<file path="src/rtl/pipeline_hazard_controller.sv">
// Stall/flush/freeze sequencer for the 5-stage pipeline: load-use bubbles, branch flushes, memory-wait freeze.
// Optional performance counters are built only when HAZARD_PERF_CNT_EN is defined.
module pipeline_hazard_controller #(
    parameter int BRANCH_PENALTY = 2,
    parameter int MEM_TIMEOUT    = 255
`ifdef HAZARD_PERF_CNT_EN
    ,
    parameter int CNT_W          = 32
`endif
) (
    input  logic       clk,
    input  logic       rst_b,
    input  logic [4:0] id_rs_addr,
    input  logic [4:0] id_rt_addr,
    input  logic       id_uses_rt,
    input  logic       ex_mem_read,
    input  logic [4:0] ex_rt_addr,
    input  logic       ex_branch,
    input  logic       ex_branch_taken,
    input  logic       mem_busy,
    output logic       pc_write_en,
    output logic       fd_write_en,
    output logic       fd_flush,
    output logic       dx_stall_b,
    output logic       pipe_freeze,
    output logic       mem_timeout,
    output logic [1:0] ctrl_state
`ifdef HAZARD_PERF_CNT_EN
    ,
    input  logic             perf_clr,
    output logic [CNT_W-1:0] stall_cycles,
    output logic [CNT_W-1:0] flush_cycles,
    output logic [CNT_W-1:0] wait_cycles
`endif
);

    typedef enum logic [1:0] {
        ST_RUN      = 2'd0,
        ST_FLUSH    = 2'd1,
        ST_MEM_WAIT = 2'd2
    } state_t;

    localparam logic [2:0]  FLUSH_LOAD      = 3'(BRANCH_PENALTY - 1);
    localparam logic [15:0] TIMEOUT_VAL     = 16'(MEM_TIMEOUT);
    localparam bit          HAS_FLUSH_STATE = (BRANCH_PENALTY > 1);

    state_t      state_reg, state_next;
    logic [2:0]  flush_cnt_reg, flush_cnt_next;
    logic [15:0] wait_cnt_reg, wait_cnt_next;
    logic        resume_flush_reg, resume_flush_next;
    logic        timeout_reg, timeout_next;

    logic lu;
    logic bt;

    // Register 0 is hardwired, so a load targeting it never creates a dependency.
    assign lu = ex_mem_read && (ex_rt_addr != 5'd0) &&
                ((ex_rt_addr == id_rs_addr) || (id_uses_rt && (ex_rt_addr == id_rt_addr)));
    assign bt = ex_branch && ex_branch_taken;

    always_ff @(posedge clk or negedge rst_b) begin
        if (!rst_b) begin
            state_reg        <= ST_RUN;
            flush_cnt_reg    <= 3'd0;
            wait_cnt_reg     <= 16'd0;
            resume_flush_reg <= 1'b0;
            timeout_reg      <= 1'b0;
        end else begin
            state_reg        <= state_next;
            flush_cnt_reg    <= flush_cnt_next;
            wait_cnt_reg     <= wait_cnt_next;
            resume_flush_reg <= resume_flush_next;
            timeout_reg      <= timeout_next;
        end
    end

    always_comb begin
        state_next        = state_reg;
        flush_cnt_next    = flush_cnt_reg;
        wait_cnt_next     = wait_cnt_reg;
        resume_flush_next = resume_flush_reg;
        timeout_next      = timeout_reg;
        pc_write_en       = 1'b1;
        fd_write_en       = 1'b1;
        fd_flush          = 1'b0;
        dx_stall_b        = 1'b1;
        pipe_freeze       = 1'b0;

        unique case (state_reg)
            ST_RUN: begin
                if (mem_busy) begin
                    pipe_freeze       = 1'b1;
                    pc_write_en       = 1'b0;
                    fd_write_en       = 1'b0;
                    state_next        = ST_MEM_WAIT;
                    resume_flush_next = 1'b0;
                    wait_cnt_next     = 16'd0;
                end else if (bt) begin
                    // PC keeps loading so the branch target enters fetch this cycle.
                    fd_flush   = 1'b1;
                    dx_stall_b = 1'b0;
                    if (HAS_FLUSH_STATE) begin
                        flush_cnt_next = FLUSH_LOAD;
                        state_next     = ST_FLUSH;
                    end
                end else if (lu) begin
                    pc_write_en = 1'b0;
                    fd_write_en = 1'b0;
                    dx_stall_b  = 1'b0;
                end
            end
            ST_FLUSH: begin
                if (mem_busy) begin
                    // Flush progress pauses; the count is kept for the resume.
                    pipe_freeze       = 1'b1;
                    pc_write_en       = 1'b0;
                    fd_write_en       = 1'b0;
                    state_next        = ST_MEM_WAIT;
                    resume_flush_next = 1'b1;
                    wait_cnt_next     = 16'd0;
                end else begin
                    fd_flush   = 1'b1;
                    dx_stall_b = 1'b0;
                    if (flush_cnt_reg <= 3'd1) begin
                        flush_cnt_next = 3'd0;
                        state_next     = ST_RUN;
                    end else begin
                        flush_cnt_next = flush_cnt_reg - 3'd1;
                    end
                end
            end
            ST_MEM_WAIT: begin
                pipe_freeze = 1'b1;
                pc_write_en = 1'b0;
                fd_write_en = 1'b0;
                if (mem_busy) begin
                    if (wait_cnt_reg < TIMEOUT_VAL) begin
                        wait_cnt_next = wait_cnt_reg + 16'd1;
                    end
                    if (wait_cnt_reg >= TIMEOUT_VAL - 16'd1) begin
                        timeout_next = 1'b1;
                    end
                end else begin
                    wait_cnt_next = 16'd0;
                    state_next    = resume_flush_reg ? ST_FLUSH : ST_RUN;
                end
            end
            default: begin
                state_next = ST_RUN;
            end
        endcase

        // While reset is held the front end is parked on a NOP and nothing advances.
        if (!rst_b) begin
            pc_write_en = 1'b0;
            fd_write_en = 1'b0;
            fd_flush    = 1'b1;
            dx_stall_b  = 1'b0;
            pipe_freeze = 1'b0;
        end
    end

    assign mem_timeout = timeout_reg;
    assign ctrl_state  = state_reg;

`ifdef HAZARD_PERF_CNT_EN
    logic [2:0] perf_evt;

    assign perf_evt[0] = (state_reg == ST_RUN) && !mem_busy && !bt && lu;
    assign perf_evt[1] = fd_flush && rst_b;
    assign perf_evt[2] = pipe_freeze;

    genvar gi;
    generate
        for (gi = 0; gi < 3; gi++) begin : g_perf
            logic [CNT_W-1:0] cnt_reg;
            always_ff @(posedge clk or negedge rst_b) begin
                if (!rst_b) begin
                    cnt_reg <= '0;
                end else if (perf_clr) begin
                    cnt_reg <= '0;
                end else if (perf_evt[gi] && (cnt_reg != {CNT_W{1'b1}})) begin
                    cnt_reg <= cnt_reg + 1'b1;
                end
            end
        end
    endgenerate

    assign stall_cycles = g_perf[0].cnt_reg;
    assign flush_cycles = g_perf[1].cnt_reg;
    assign wait_cycles  = g_perf[2].cnt_reg;
`endif

endmodule

</file>
<file path="config.mk">
export PLATFORM = sky130hd
export DESIGN_NAME = pipeline_hazard_controller
export DESIGN_NICKNAME = d
export VERILOG_FILES = /design/src/rtl/pipeline_hazard_controller.sv
export SDC_FILE = /design/constraint.sdc
export NUM_CORES = 1
export LEC_CHECK = 0
export ABC_CLOCK_PERIOD_IN_PS = 2200
export CAP_MARGIN = 10
export CORE_MARGIN = 2
export CORE_UTILIZATION = 40
export DETAILED_ROUTE_END_ITERATION = 6
export GPL_TIMING_DRIVEN = 0
export HOLD_SLACK_MARGIN = 0.12
export PLACE_DENSITY = 0.62
export RECOVER_POWER = 25
export SLEW_MARGIN = 10
export SYNTH_ARGS = -nofsm -noshare
export SYNTH_HDL_FRONTEND = slang
export SYNTH_SLANG_ARGS = --single-unit
</file>
<file path="constraint.sdc">
create_clock -name clk -period 2.2 [get_ports clk]
set_clock_uncertainty 0.1 [all_clocks]
set_input_delay 0.44 -clock clk [delete_from_list [all_inputs] [get_ports clk]]
set_output_delay 0.44 -clock clk [all_outputs]
set_load 0.02 [all_outputs]
</file>
* Yosys cells after proc, flatten, opt, wreduce, memory -nomap -nowiden
Cells that the tools add are included.
Cells by class: add/subtract/negate cells 2, $lt $le $gt $ge 3, equal/unequal tests 14, reduce and logical (&&, ||, !) cells 15, multiplexer cells 36
Operator list (count):
- $mux W16 | 3
- $pmux W16 S2 | 1
- $add A16 B1 Y16 const B | 1
- $ge A16 B8 Y1 const B | 1
- $lt A16 B8 Y1 const B | 1
- $mux W1 | 16
- $mux W3 | 4
- $ne A2 B2 Y1 const B | 6
- $reduce_and A3 Y1 | 4
- $eq A5 B5 Y1 | 2
- $mux W2 | 5
- $ne A3 B3 Y1 const B | 3
- $pmux W1 S2 | 4
- $pmux W2 S3 | 1
- $pmux W3 S2 | 1
- $reduce_bool A5 Y1 | 1
- $logic_and A1 B1 Y1 | 4
- $reduce_and A4 Y1 | 1
- $reduce_bool A2 Y1 | 2
- $le A3 B1 Y1 const B | 1
- $pmux W1 S3 | 1
- $sub A3 B1 Y3 const B | 1
- $eq A2 B1 Y1 const B | 1
- $eq A2 B2 Y1 const B | 1
- other kinds (4) | 4
Word-level totals: output and inout bits 8, flip-flop bits (word level) 23

* Depth between registers and ports, before layout
Gate-level depths: netlist of run 1.
depth in word-level cells 9, gate-level depth with buffers 6

* Worst setup path before layout of run 1
No wires, ideal clock.
path type input -> output, start point input port ex_rt_addr[1], end point output port pc_write_en, arrival 1809 ps, path slack -149 ps, required time 1660 ps, stages on the path 4, buffers on the path 1, cells stage by stage or4_1 -> o21a_1 -> a31oi_1 -> buf_4
On the way: word-level cells in the longest chain between the ends 9
Ends and longest elaborated chain:
- from (decl) | line 17 | input logic [4:0] ex_rt_addr,
- $eq A5 B5 Y1 | line 58 | ((ex_rt_addr == id_rs_addr) || (id_uses_rt && (ex_rt_addr == id_rt_addr)));
- $logic_and A1 B1 Y1 | line 58
- $logic_or A1 B1 Y1 | line 58
- $logic_and A1 B1 Y1 (*) | line 57 | assign lu = ex_mem_read && (ex_rt_addr != 5'd0) &&
- $mux W1 (*) (3 in a row)
- $pmux W1 S3 (*)
- $mux W1 (*)
- to (decl) | line 21 | output logic pc_write_en,
Every way passes the cells marked *; elsewhere a longest branch is shown, timed or not.

* Final worst setup path of run 1
start point input port ex_rt_addr[3], end point output port pc_write_en
On the way: word-level cells in the longest chain between the ends 9
Ends and longest elaborated chain:
- $eq A5 B5 Y1 | line 58
- $logic_and A1 B1 Y1 | line 58
- $logic_or A1 B1 Y1 | line 58
- $logic_and A1 B1 Y1 (*) | line 57
- $mux W1 (*) | line 106 | end else if (lu) begin
- $mux W1 (*) | line 98 | end else if (bt) begin
- $mux W1 (*) | line 91 | if (mem_busy) begin
- $pmux W1 S3 (*) | line 89 | unique case (state_reg)
- $mux W1 (*) | line 154 | if (!rst_b) begin
Marked as above.

==> results.py, run 1 <==
metrics = {
    "power": {
        "p_sw_frac": 0.305,
        "pwr_density_cell_nw_per_um2": 518,
        "power_mw": 0.932,
        "power.internal_mw": 0.648,
        "power_leakage_nw": 0.852,
        "seq_power_share": 0.504,
        "pwr-share-clk": 0.207,
        "p_switching_mw": 0.285,
        "pwr-share-comb": 0.289,
        "ir_drop_uv": 249,
    },
    "setup_path": {
        "end_kind": "primary output",
        "worstSetupPathType": "in2out",
        "worst_path_max_delay_cell": "or4_4",
        "cp_cell_sequence": "buf_8, or4_4, o21a_1, a31oi_2, buf_4, buf_6",
        "required_ns": 1.66,
        "cp-start-kind": "input pin",
        "cp_max_fo": 3,
        "max_stage_delay_ns": 0.52,
        "crit_arrival_ns": 1.69,
    },
    "routing": {
        "num_vias": 1197,
        "firstDrtPassIters": 4,
        "drc": 0,
        "viasPerCell": 5.44,
        "ant_nets": 0,
        "wirelength_mm": 3.24,
        "wl_per_cell_um": 14.7,
        "drtIter0Drc": 60,
    },
    "die": {
        "die_h_um": 62.4,
        "coreArea_um2": 3310,
        "fp.dieArea_um2": 3890,
        "num_rows": 21,
        "die_w_um": 62.4,
        "start_util": 0.412,
        "boundaryPins": 30,
    },
    "yosys": {
        "synthCells": 137,
        "syn-cell-area_um2": 1360,
        "yosys.area.top_type": "dfrtp_1",
        "avgSynthCellArea_um2": 9.95,
        "yosys_warnings": 0,
        "synth_enable_flop_cells": 0,
        "synth_cell_type_count": 42,
        "synth_area_leaders": "dfrtp_1, xnor2_1, and2_1, ha_1, nand2_1",
        "ys_seq_elements": 23,
        "ys_dominant_reg_cell": "dfrtp_1",
        "synth.top_cell.area_share": 0.422,
        "synth_nets": 163,
        "yosysSeqAreaShare": 0.422,
        "async_reset_ff_frac": 1.00,
        "synth_most_common_cell": "dfrtp_1",
        "synth_common_cells": "dfrtp_1, nand2_1, xnor2_1",
    },
    "outcome": {
        "outcome": "finished, violations left",
        "violations": "setup timing",
    },
    "hold_path": {
        "hold_path_class": "reg2reg",
    },
    "global_routing": {
        "grt_overflow": 0,
        "grt_pass1_vias": 1213,
        "antenna_found_initial": 0,
        "grt_max_degree": 24,
        "track_usage": 0.184,
        "grt_pass1_wl_mm": 5.72,
    },
    "placement": {
        "port_buffers": 29,
        "routabilityCongestion": 0.838,
        "hpwlAfterDp_mm": 2.29,
        "postPlaceCellArea_um2": 1720,
    },
    "clock_tree": {
        "cts_buffers": 3,
        "cts_buffer_depth": 2,
        "cts_tree": "built",
        "cts_htree_levels": 1,
        "worst_skew_pair.late_latency_ns": 0.31,
        "path_clk_slew_ns": 0.12,
        "clock-sinks": 23,
        "cts-root-buf": "clkbuf_4",
    },
    "sta": {
        "hold_violations": 0,
        "min_period_ns": 2.23,
        "fin_crit_sh": 1.01,
        "tightest_slew_ns": 1.03,
        "setup_violations": 1,
        "max_slew_margin": 0.313,
        "slew_violations": 0,
        "rsz0062_at_grt": "true",
        "fmax_mhz": 448,
        "worst_slack_ns": -0.0326,
    },
    "cells_and_area": {
        "final_area_um2": 1800,
        "diodes": 0,
        "fin_nets": 201,
        "drive_gt1_frac": 0.190,
        "largest_reg_flops": 16,
        "synthToLayoutAreaGrowth_pct": 32.0,
        "final_util": 0.544,
    },
    "job": {
        "maxCapViolCount": 0,
    },
}
[through the flow]
stage | TNS, ns | hold WS (ns) | setup WS, ns | instances
after floorplan | -0.0241 | 0.0444 | -0.0241 | 137
final | -0.0326 | 0.394 | -0.0326 | 220
after global routing | -0.0898 | 0.423 | -0.0662 | 220
after global placement | -5.27 | 0.364 | -1.15 | 212
after detailed placement | -5.61 | 0.362 | -1.16 | 212
after CTS | -0.112 | 0.401 | -0.112 | 217
[final timing paths]
check	startpoint	end	slack, ns	depth (start not counted)
max	ex_rt_addr[3]	pc_write_en	-0.03	6
min	mem_timeout	mem_timeout	0.39	1
max reg2reg	wait_cnt_reg[8]	wait_cnt_reg[4]	0.23	5
min reg2reg	mem_timeout	mem_timeout	0.39	1
max in group asynchronous	rst_b	ctrl_state[1]	0.41	2
min in group asynchronous	rst_b	flush_cnt_reg[2]	0.88	2
[power by group through the flow]
stage                     clock network, mW  logic, mW  registers, mW
final                                 0.193      0.269          0.470
after CTS                             0.204      0.264          0.471
after global routing                  0.226      0.304          0.476
after detailed placement                  0      0.266          0.475
after floorplan                           0      0.157          0.473
after global placement                    0      0.259          0.474
[timing repair]
action / 4_1_cts / 5_1_grt
endpoints found under the setup margin: 5 / 5
hold endpoints to repair: 23 / 0
hold buffers: 1 / 0
pin swaps: 5 / 14
cloned: 0 / 0
buffers inserted: 1 / 3
resized for setup: 44 / 22
[routing by layer]
metal,vias to the layer above,part of all wire,global-route usage
li1,573,-,-
met1,572,0.44,0.228
met2,43,0.48,0.311
met3,9,0.055,0.0450
met4,0,0.026,0.0694
met5,-,0,0
[cell usage in the layout (no fill, tap or decap), types with 5 or more instances in the layout]
master / count
dfrtp_1: 21
nand2_1: 13
dlymetal6s2s_1: 10
xnor2_1: 9
and2_1: 9
clkdlybuf4s50_1: 7
buf_4: 6
inv_1: 5
clkbuf_1: 5
a21oi_1: 5
[cells by family (layout without fill, tap and decap cells)]
group | after synthesis | count (layout) | synth area share
xor+xnor | 10 | 10 | 0.0642
mux | 2 | 2 | 0.0156
compound gates | 30 | 30 | 0.158
simple gates | 59 | 59 | 0.275
flops | 23 | 23 | 0.422
fa+ha+maj | 4 | 4 | 0.0367
buf+inv | 9 | 46 | 0.0284
[cell type report]
cell class,instances,area (um2)
clock buffers,4,26.3
repair buffers,34,329
plain buffers,3,15.0
inverters,5,18.8
flip-flops and latches,23,578
well taps,46,57.6
multi-input cells,105,776
fillers,321,1510
[worst max-delay path, delay by kind of cell]
kind / cells / cell delay, ns
compound gates: 2 / 0.38
buf+inv: 3 / 0.35
simple gates: 1 / 0.52
Power figures use the tool's default switching activity.
==> run 2, diff against run 1 <==
Settings changed: RECOVER_POWER 25 to unset, TNS_END_PERCENT set to 5.
==> results.py, run 2 (same netlist as run 1, synthesis figures left out) <==
metrics = {
    "sta": {
        "worst_slack_ns": -0.0865,
        "setup_violations": 2,
        "fin_crit_sh": 1.04,
        "rsz0062_at_grt": "true",
        "tns_ns": -0.129,
        "max_slew_margin": 0.305,
        "tightest_slew_ns": 1.04,
        "fmax_mhz": 437,
        "hold_violations": 0,
        "min_period_ns": 2.29,
        "slew_violations": 0,
    },
    "global_routing": {
        "grtUsageMet1": 0.229,
        "grt-busiest-layer": "met2",
        "track_usage": 0.184,
        "grt_pass1_vias": 1214,
        "grt_pass1_wl_mm": 5.74,
        "grt_max_degree": 24,
        "grt_overflow": 0,
        "use_met3": 0.0450,
        "gr-usage-met2": 0.313,
        "antenna_found_initial": 0,
    },
    "setup_path": {
        "crit_arrival_ns": 1.75,
        "r2r-start": "wait_cnt_reg[8]",
        "cp-start-kind": "input pin",
        "cp_max_fo": 3,
        "startpoint": "ex_rt_addr[3]",
        "required_ns": 1.66,
        "end_kind": "primary output",
        "worstSetupPathType": "in2out",
    },
    "cells_and_area": {
        "final_cell_mix": "dfrtp_1, nand2_1, xnor2_1, and2_1, dlymetal6s2s_1",
        "fin_nets": 201,
        "fillers": 324,
        "largest_reg_flops": 16,
        "final_common_cell": "dfrtp_1",
        "diodes": 0,
        "synthToLayoutAreaGrowth_pct": 32.8,
        "drive_gt1_frac": 0.207,
    },
    "power": {
        "power_mw": 0.935,
        "power_leakage_nw": 0.854,
        "pwr_density_cell_nw_per_um2": 516,
        "ir_drop_uv": 248,
    },
    "clock_tree": {
        "cts_buffer_depth": 2,
        "cts_tree": "built",
        "cts_htree_levels": 1,
        "worst_skew_pair.late_latency_ns": 0.32,
        "path_clk_slew_ns": 0.13,
        "clock-sinks": 23,
        "cts_buffers": 3,
        "cts-root-buf": "clkbuf_4",
    },
    "routing": {
        "drtIter0Drc": 46,
        "ant_nets": 0,
        "drc": 0,
        "wirelength_mm": 3.30,
        "firstDrtPassIters": 6,
        "viasPerCell": 5.41,
        "num_vias": 1191,
        "wl_per_cell_um": 15.0,
    },
    "placement": {
        "routabilityCongestion": 0.838,
        "port_buffers": 29,
        "hpwlAfterDp_mm": 2.29,
    },
    "die": {
        "num_rows": 21,
        "boundaryPins": 30,
        "die_h_um": 62.4,
        "coreArea_um2": 3310,
        "start_util": 0.412,
        "fp.dieArea_um2": 3890,
        "die_w_um": 62.4,
    },
    "outcome": {
        "outcome": "finished, violations left",
        "violations": "setup timing",
    },
    "job": {
        "maxCapViolCount": 0,
    },
    "hold_path": {
        "min-delay-start": "mem_timeout",
        "hold_path_class": "reg2reg",
    },
}
[run 2: cell types whose count changed in the layout (fill, tap and decap cells not counted)]
cell	delta
clkbuf_2	-1
clkbuf_1	-3
clkdlybuf4s50_1	+1
nand4_2	+1
dlygate4sd2_1	+1
buf_2	+3
dlymetal6s2s_1	-1
nand4_1	-1
[run 2: layout make-up]
cell class,count,area (um2),area share
multi-input combinational,105,782,0.432
buffer,3,16.3,0.00898
sequential,23,578,0.319
tap,46,57.6,0.0318
timing repair buffer,34,333,0.184
clock buffer,4,26.3,0.0145
inverter,5,18.8,0.0104
[run 2: through the flow]
step / setup slack (ns) / hold WS, ns / utilization / instances / cell area, um2
after global placement: -1.15 / 0.364 / 0.519 / 212 / 1720
after global routing: -0.101 / 0.423 / 0.547 / 220 / 1810
after detailed placement: -1.16 / 0.362 / 0.519 / 212 / 1720
final: -0.0865 / 0.395 / 0.547 / 220 / 1810
after CTS: -0.0910 / 0.401 / 0.526 / 216 / 1740
after floorplan: -0.0241 / 0.0444 / - / 137 / 1370
[run 2: power by group]
part / internal (mW) / switching (mW) / total, mW
combinational: 0.133 / 0.138 / 0.272
clock: 0.0709 / 0.123 / 0.194
sequential: 0.444 / 0.0254 / 0.470
[run 2: routing by layer]
layer / vias up / wire [um]
li1: 572 / -
met1: 572 / 1460
met2: 40 / 1610
met3: 7 / 170
met4: 0 / 55
met5: - / 0
[run 2: path summary, 6_finish.rpt]
path,cells after the start,slack (ns),to
worst max-delay path,6,-0.09,pc_write_en
worst min-delay path,1,0.39,mem_timeout
worst max register to register,5,0.34,wait_cnt_reg[4]
worst min register to register,1,0.39,mem_timeout
max in group asynchronous,2,0.49,ctrl_state[1]
min in group asynchronous,2,0.80,flush_cnt_reg[2]
[run 2: worst max-delay path, cell delays in order]
cell and delay [ns]:
buf_8 0.10, or4_4 0.52, o21a_1 0.21, a31oi_2 0.22, buf_4 0.15, buf_6 0.10
[run 2: what timing repair did]
| item | in CTS | in global routing |
|---|---|---|
| resized for setup | 42 | 20 |
| endpoints found under the hold margin | 23 | 0 |
| pin swaps | 4 | 13 |
| hold buffers | 1 | 0 |
| cloned | 0 | 0 |
| buffers inserted | 0 | 4 |
| endpoints found under the setup margin | 5 | 5 |
==> run 3, diff against run 2 <==
Settings changed: ABC_CLOCK_PERIOD_IN_PS 2200 to 2020, CTS_BUF_LIST set to sky130_fd_sc_hd__clkbuf_4 sky130_fd_sc_hd__clkbuf_8, CTS_CLUSTER_DIAMETER set to 80, PLACE_DENSITY 0.62 to 0.64.
Clock period 2.2 ns to 2.02 ns, I/O delays scaled along.
==> results.py, run 3 (same netlist as run 1, synthesis figures left out) <==
metrics = {
    "sta": {
        "tns_ns": -0.347,
        "worst_slack_ns": -0.136,
        "fmax_mhz": 464,
        "setup_violations": 3,
        "hold_violations": 0,
        "min_period_ns": 2.16,
        "max_slew_margin": 0.301,
        "tightest_slew_ns": 1.04,
        "slew_violations": 0,
        "fin_crit_sh": 1.07,
        "rsz0062_at_grt": "true",
    },
    "routing": {
        "drtIter0Drc": 66,
        "num_vias": 1177,
        "viasPerCell": 5.33,
        "wirelength_mm": 3.28,
        "ant_nets": 0,
        "firstDrtPassIters": 4,
        "wl_per_cell_um": 14.9,
        "drc": 0,
        "top_layer": "met4",
        "dr_wl_met3_um": 183,
        "m1WireLength_mm": 1.34,
        "wl_met2_mm": 1.73,
    },
    "power": {
        "seq_power_share": 0.487,
        "ir_drop_uv": 240,
        "power_leakage_nw": 0.800,
        "power_mw": 1.04,
        "pwr-share-comb": 0.301,
        "p_sw_frac": 0.320,
        "pwr-share-clk": 0.212,
        "power.internal_mw": 0.708,
        "p_switching_mw": 0.333,
        "pwr_density_cell_nw_per_um2": 571,
    },
    "setup_path": {
        "timing.rr.end": "wait_cnt_reg[7]",
        "required_ns": 1.52,
        "endpoint": "pc_write_en",
        "startpoint": "ex_rt_addr[4]",
        "reg2reg_depth": 5,
        "crit_arrival_ns": 1.65,
        "r2r-start": "wait_cnt_reg[0]",
        "end_kind": "primary output",
        "worstSetupPathType": "in2out",
        "reg2reg_slack_ns": 0.13,
        "cp-start-kind": "input pin",
        "cp_max_fo": 2,
    },
    "die": {
        "num_rows": 21,
        "boundaryPins": 30,
        "die_h_um": 62.4,
        "fp.dieArea_um2": 3890,
        "coreArea_um2": 3310,
        "start_util": 0.412,
        "die_w_um": 62.4,
    },
    "placement": {
        "postPlaceCellArea_um2": 1740,
        "hpwlAfterDp_mm": 2.41,
        "port_buffers": 29,
        "post-place-ws_ns": -1.36,
        "routabilityCongestion": 0.812,
    },
    "job": {
        "maxCapViolCount": 0,
    },
    "cells_and_area": {
        "final_area_um2": 1820,
        "final_common_cell": "dfrtp_1",
        "drive_gt1_frac": 0.223,
        "fin_nets": 202,
        "diodes": 0,
        "largest_reg_flops": 16,
        "synthToLayoutAreaGrowth_pct": 33.6,
        "final_cell_mix": "dfrtp_1, nand2_1, dlygate4sd2_1",
    },
    "global_routing": {
        "grt_pass1_wl_mm": 5.46,
        "grt_max_degree": 24,
        "track_usage": 0.177,
        "grt_overflow": 0,
        "grt_pass1_vias": 1224,
        "antenna_found_initial": 0,
    },
    "clock_tree": {
        "cts_buffers": 3,
        "cts_buffer_depth": 2,
        "worst_skew_pair.late_latency_ns": 0.32,
        "cts-root-buf": "clkbuf_4",
        "path_clk_slew_ns": 0.14,
        "cts_tree": "built",
        "clock-sinks": 23,
        "cts_htree_levels": 1,
    },
    "hold_path": {
        "hold_path_class": "reg2reg",
    },
    "outcome": {
        "outcome": "finished, violations left",
        "violations": "setup timing",
    },
}
[run 3: critical path: stages]
cell     delay (ns)
buf_8          0.09
or4_1          0.52
o21a_1         0.24
a31oi_4        0.17
buf_6          0.12
buf_6          0.10
[run 3: power by group through the flow]
stage | registers (mW) | clock network, mW | logic [mW]
2_1_floorplan | 0.515 | 0 | 0.176
3_3_place_gp | 0.515 | 0 | 0.286
3_5_place_dp | 0.518 | 0 | 0.296
4_1_cts | 0.507 | 0.233 | 0.305
5_1_grt | 0.511 | 0.255 | 0.349
6_report | 0.507 | 0.221 | 0.313
[run 3: area by class of cell]
class	instances	area, um2
Fill cell	339	1490
Multi-Input combinational cell	105	813
Sequential cell	23	577
Timing Repair Buffer	34	298
Tap cell	46	57.6
Buffer	4	27.5
Clock buffer	3	22.5
Inverter	5	18.8
Clock inverter	1	7.51
[run 3: metrics by stage]
stage	cells	utilization	hold slack, ns
floorplan	137	-	0.00841
global placement	212	0.525	0.364
detailed placement	212	0.525	0.365
CTS	221	0.544	0.402
global route	221	0.550	0.445
finish	221	0.550	0.396
[run 3: timing repair]
item | in CTS | in global routing
setup endpoints to repair | 5 | 5
hold endpoints to repair | 23 | 0
hold buffers | 1 | 0
gates resized for setup | 67 | 7
buffers inserted | 4 | 0
pin swaps | 12 | 6
[run 3: how the worst min path moves through the flow]
stage	slack (ns)	cells after the start	from	to
finish	0.40	1	mem_timeout	mem_timeout
global route	0.45	1	mem_timeout	mem_timeout
CTS	0.40	1	mem_timeout	mem_timeout
detailed placement	0.37	1	mem_timeout	mem_timeout
global placement	0.36	1	mem_timeout	mem_timeout
floorplan	0.008	0	rst_b	ctrl_state[0]
[run 3: per-layer routing]
layer  up-vias  track usage
met5         -            0
met4         0       0.0667
met3         2       0.0306
met2        33        0.321
met1       565        0.208
li1        577            -
